[src/rtl/mux_n1_pipe.sv]
// N-to-1 operand selector feeding a 2-entry skid buffer (main + skid) with valid/ready flow control.
// Out-of-range selects travel as a zero word flagged by out_err.
module mux_n1_pipe #(
    parameter  int WIDTH = 32,
    parameter  int N     = 4,
    localparam int SEL_W = (N > 2) ? $clog2(N) : 1
) (
    input  logic               clk,
    input  logic               reset,
    input  logic               in_valid,
    output logic               in_ready,
    input  logic [SEL_W-1:0]   sel,
    input  logic [N*WIDTH-1:0] d,
    output logic               out_valid,
    input  logic               out_ready,
    output logic [WIDTH-1:0]   y,
    output logic               out_err,
    output logic [1:0]         o_dbg_state
);

    // Handshake: a transfer happens on a rising edge where valid && ready are both high.
    // in_ready and out_valid are decoded from registered state only, so no combinational
    // path exists from out_ready to in_ready.
    typedef enum logic [1:0] {
        ST_EMPTY = 2'd0,
        ST_ONE   = 2'd1,
        ST_FULL  = 2'd2
    } state_t;

    state_t             r_state;
    logic [WIDTH-1:0]   r_main_data;
    logic               r_main_err;
    logic [WIDTH-1:0]   r_skid_data;
    logic               r_skid_err;

    logic [WIDTH-1:0]   w_sel_data;
    logic               w_sel_err;
    logic               w_in_xfer;
    logic               w_out_xfer;

    always_comb begin
        w_sel_data = '0;
        w_sel_err  = 1'b1;
        for (int i = 0; i < N; i++) begin
            if (int'(sel) == i) begin
                w_sel_data = d[i*WIDTH +: WIDTH];
                w_sel_err  = 1'b0;
            end
        end
    end

    assign in_ready    = (r_state != ST_FULL);
    assign out_valid   = (r_state != ST_EMPTY);
    assign y           = r_main_data;
    assign out_err     = r_main_err;
    assign o_dbg_state = r_state;

    assign w_in_xfer  = in_valid && in_ready;
    assign w_out_xfer = out_valid && out_ready;

    always_ff @(posedge clk or posedge reset) begin
        if (reset) begin
            r_state     <= ST_EMPTY;
            r_main_data <= '0;
            r_main_err  <= 1'b0;
            r_skid_data <= '0;
            r_skid_err  <= 1'b0;
        end else begin
            case (r_state)
                ST_EMPTY: begin
                    if (w_in_xfer) begin
                        r_main_data <= w_sel_data;
                        r_main_err  <= w_sel_err;
                        r_state     <= ST_ONE;
                    end
                end
                ST_ONE: begin
                    if (w_in_xfer && w_out_xfer) begin
                        r_main_data <= w_sel_data;
                        r_main_err  <= w_sel_err;
                    end else if (w_in_xfer) begin
                        r_skid_data <= w_sel_data;
                        r_skid_err  <= w_sel_err;
                        r_state     <= ST_FULL;
                    end else if (w_out_xfer) begin
                        r_state     <= ST_EMPTY;
                    end
                end
                ST_FULL: begin
                    // in_ready is low here, so only the drain of main can happen.
                    if (w_out_xfer) begin
                        r_main_data <= r_skid_data;
                        r_main_err  <= r_skid_err;
                        r_state     <= ST_ONE;
                    end
                end
                default: r_state <= ST_EMPTY;
            endcase
        end
    end

endmodule

[config.mk]
export PLATFORM = sky130hd
export DESIGN_NAME = mux_n1_pipe
export DESIGN_NICKNAME = d
export VERILOG_FILES = /design/src/rtl/mux_n1_pipe.sv
export SDC_FILE = /design/constraint.sdc
export NUM_CORES = 1
export LEC_CHECK = 0
export ABC_AREA = 1
export ABC_CLOCK_PERIOD_IN_PS = 6000
export CAP_MARGIN = 40
export CORE_ASPECT_RATIO = 1.75
export CORE_MARGIN = 2
export CORE_UTILIZATION = 30
export DETAILED_ROUTE_END_ITERATION = 7
export PLACE_DENSITY_LB_ADDON = 0.25
export SYNTH_ARGS = -nofsm -noshare
export SYNTH_HDL_FRONTEND = slang
export SYNTH_SLANG_ARGS = --single-unit
[constraint.sdc]
create_clock -name clk -period 6 [get_ports clk]
set_input_delay 1.8 -clock clk [delete_from_list [all_inputs] [get_ports clk]]
set_output_delay 1.8 -clock clk [all_outputs]
set_load 0.05 [all_outputs]
==> impl_metrics.tcl <==
set metrics [dict create \
    outcome "finished, final reports clean" \
    grt_pass1_vias 4285 \
    nets 866 \
    p_leak_nw 2.86 \
    slew_headroom_pct 51.6 \
    fp.dieH_um 155 \
    synth_top_area_share_pct 43.4 \
    synthCells 582 \
    rr_worst_depth 9 \
    ys_seq_area_share_pct 43.4 \
    period_needed_ps 3890 \
    finalSetupTns_ps 0 \
    power.total_mw 2.63 \
    vias 4321 \
    grt_overflow 0 \
    start_util_pct 30.4 \
    grt_pass1_wl_um 22000 \
    root_buffer "clkbuf_16" \
    cts_made_buffers 9 \
    grtUsageTotal_pct 20.3 \
    vias_per_cell 4.76 \
    syn2layout_area_growth_pct 53.5 \
    insertion_delay_ps 330 \
    yosys-top-cells-count "nand2_1 (233), dfrtp_1 (68), nand3_1 (66), nor2_1 (66), o21ai_0 (48)" \
    cp_max_fo 19 \
    cts_tree "done" \
    fin_util_pct 46.7 \
    antennaDiodeCount 0 \
    hold_buffers 0 \
    ys.flop_type "dfrtp_1" \
    core_area_sq_mm 0.0129 \
    pin_count 171 \
    cts-resized-gates 0 \
    synth_fp_nets 716 \
    path_clk_slew_ps 50 \
    drive_above_1_share_pct 4.08 \
    ir_worst_vdd_v 0.000151 \
    grt_use_met2_pct 37.3 \
    num_rows 55 \
    cts_max_level 3 \
    setup-violations-final 0 \
    cts_sinks 68 \
    async_reset_ff_share_pct 100 \
    synth_most_common_cell "nand2_1" \
    grt_max_degree 67 \
    routedWlPerCell_um 15.3 \
    fill_cells 1319 \
    power_switching_mw 1.18 \
    setup.worst_path.start "sel[1]" \
    rsz0062_at_grt "false" \
    ant_nets 0 \
    pwr-share-comb_pct 50.3 \
    synth_top_area_cell "dfrtp_1" \
    regToRegStartpoint "o_dbg_state[0]" \
    drt-initial-drc-count 203 \
    tightest_slew_ps 723 \
    synth_edf_count 0 \
    synth_warnings 0 \
    fin_crit_sh_pct 64.8 \
    power_density_mw_per_mm2 438 \
    worstSetupPathType "in -> reg" \
    routed_wl_um 13900 \
    met3_usage_pct 2.76 \
    use_met1_pct 21.7 \
    timing.fmax_mhz 257 \
    remaining_drc_errors 0 \
    place_hpwl_um 10300 \
    clockBufferDepth 2 \
    critPathLaunchType "input pin" \
    min_path_type "reg -> reg" \
    antenna_found_initial 0 \
    synth_area_leaders "dfrtp_1 (43%), nand2_1 (22%), nand3_1 (8.4%)" \
    power_switching_share_pct 44.7 \
    port_buffers 170 \
    final-hold-violation-count 0 \
    netlist_area_sq_mm 0.00392 \
    cp.required_ps 6270 \
    place_area_sq_mm 0.00572 \
    min_from "y[1]" \
    intPower_mw 1.46 \
    endpoint_kind "register" \
    post-cts-setup-buffer-count 0 \
    cap_violations 0 \
    die_area_sq_mm 0.0140 \
    grt.busiest_layer "met2" \
    synth_seq_cells 68 \
    cp-endpoint "y[21]" \
    p_clk_share_pct 19.2 \
    slew_violations 0 \
    design_area_sq_mm 0.00601 \
    die_w_um 90.4 \
    ys_types 16 \
    drt-pass1-iter-count 4 \
    power.share.sequential_pct 30.6 \
    rrSetupSlack_ps 3880 \
    fin_worst_skew_ps 5.69 \
    routabilityCongestion 0.848 \
    crit_arrival_ps 4150 \
    r2r-end "y[11]" \
    synth.avg_cell_area_sq_um 6.73 \
]
-- critical path, cell delays in order --
cell,delay [ps]
clkdlybuf4s50_1,790
nor2_2,660
buf_4,370
nand2_1,80
nand3_1,160
nand2_1,90
nand2_1,60
nand2_1,60
nand2_1,60
-- through the flow --
stage          worst slack, ps  instances  hold WS [ps]
2_1_floorplan             2490        582           454
3_3_place_gp              1590        891           463
3_5_place_dp              1740        892           464
4_1_cts                   2080        907           480
5_1_grt                   1870        907           504
6_report                  2110        907           477
-- sequential cells by signal, summed over array words and instances, names as in the netlist --
register	cells
o_dbg_state	2
out_err	1
r_skid_data	32
r_skid_err	1
y	32
-- layout by cell type (no fill, tap or decap) --
master | Yosys | layout
nand4_1 | 3 | 3
clkbuf_16 | 0 | 9
or2_2 | 2 | 2
inv_1 | 8 | 7
nor2_2 | 0 | 1
nand3_1 | 66 | 66
o21ai_0 | 48 | 48
dfrtp_1 | 68 | 68
nand2_2 | 0 | 2
or2_1 | 8 | 8
clkbuf_8 | 0 | 4
or2_0 | 22 | 22
buf_4 | 1 | 7
clkbuf_1 | 15 | 1
nand2_1 | 233 | 231
buf_8 | 0 | 1
clkdlybuf4s50_1 | 0 | 169
buf_2 | 23 | 1
and2_1 | 1 | 1
nor2_1 | 66 | 65
clkinv_2 | 0 | 1
o21ai_1 | 17 | 17
inv_2 | 1 | 2
-- per-layer routing --
layer | share of wire, % | vias to the layer above
met2 | 54 | 149
li1 | - | 2149
met1 | 37 | 1986
met4 | 4.7 | 0
met5 | 0 | -
met3 | 4.7 | 37
-- layout make-up --
cell class | instances | area [sq um] | share of cell area [%]
Clock buffer | 14 | 284 | 4.72
Clock inverter | 1 | 5.00 | 0.0832
Inverter | 9 | 33.8 | 0.562
Multi-Input combinational cell | 466 | 2010 | 33.4
Sequential cell | 68 | 1700 | 28.3
Tap cell | 171 | 214 | 3.56
Timing Repair Buffer | 178 | 1760 | 29.3
-- power groups by stage --
stage	Clock [mW]	Combinational [mW]	Sequential, mW
after CTS	0.517	1.34	0.807
after global routing	0.536	1.45	0.836
after floorplan	0	0.501	1.17
final	0.505	1.32	0.805
after detailed placement	0	1.34	0.810
after global placement	0	1.31	0.804
-- worst min-delay path by stage --
| stage | end | cells after the start | slack (ps) |
|---|---|---|---|
| 5_1_grt | y[6] | 2 | 500 |
| 3_5_place_dp | y[15] | 2 | 460 |
| 4_1_cts | y[17] | 2 | 480 |
| 3_3_place_gp | y[14] | 2 | 460 |
| 2_1_floorplan | r_skid_data[10] | 2 | 450 |
| 6_report | y[1] | 2 | 480 |
-- cell families (layout without fill, tap and decap cells) --
| logic type | count (synthesis) | after routing | synth area share, % |
|---|---|---|---|
| buffers and inverters | 48 | 202 | 5.43 |
| flip-flops | 68 | 68 | 43.4 |
| AND/OR/NAND/NOR | 401 | 401 | 42.8 |
| AO/OA/AOI/OAI | 65 | 65 | 8.30 |
No activity file was read; power rests on OpenSTA's default activity.
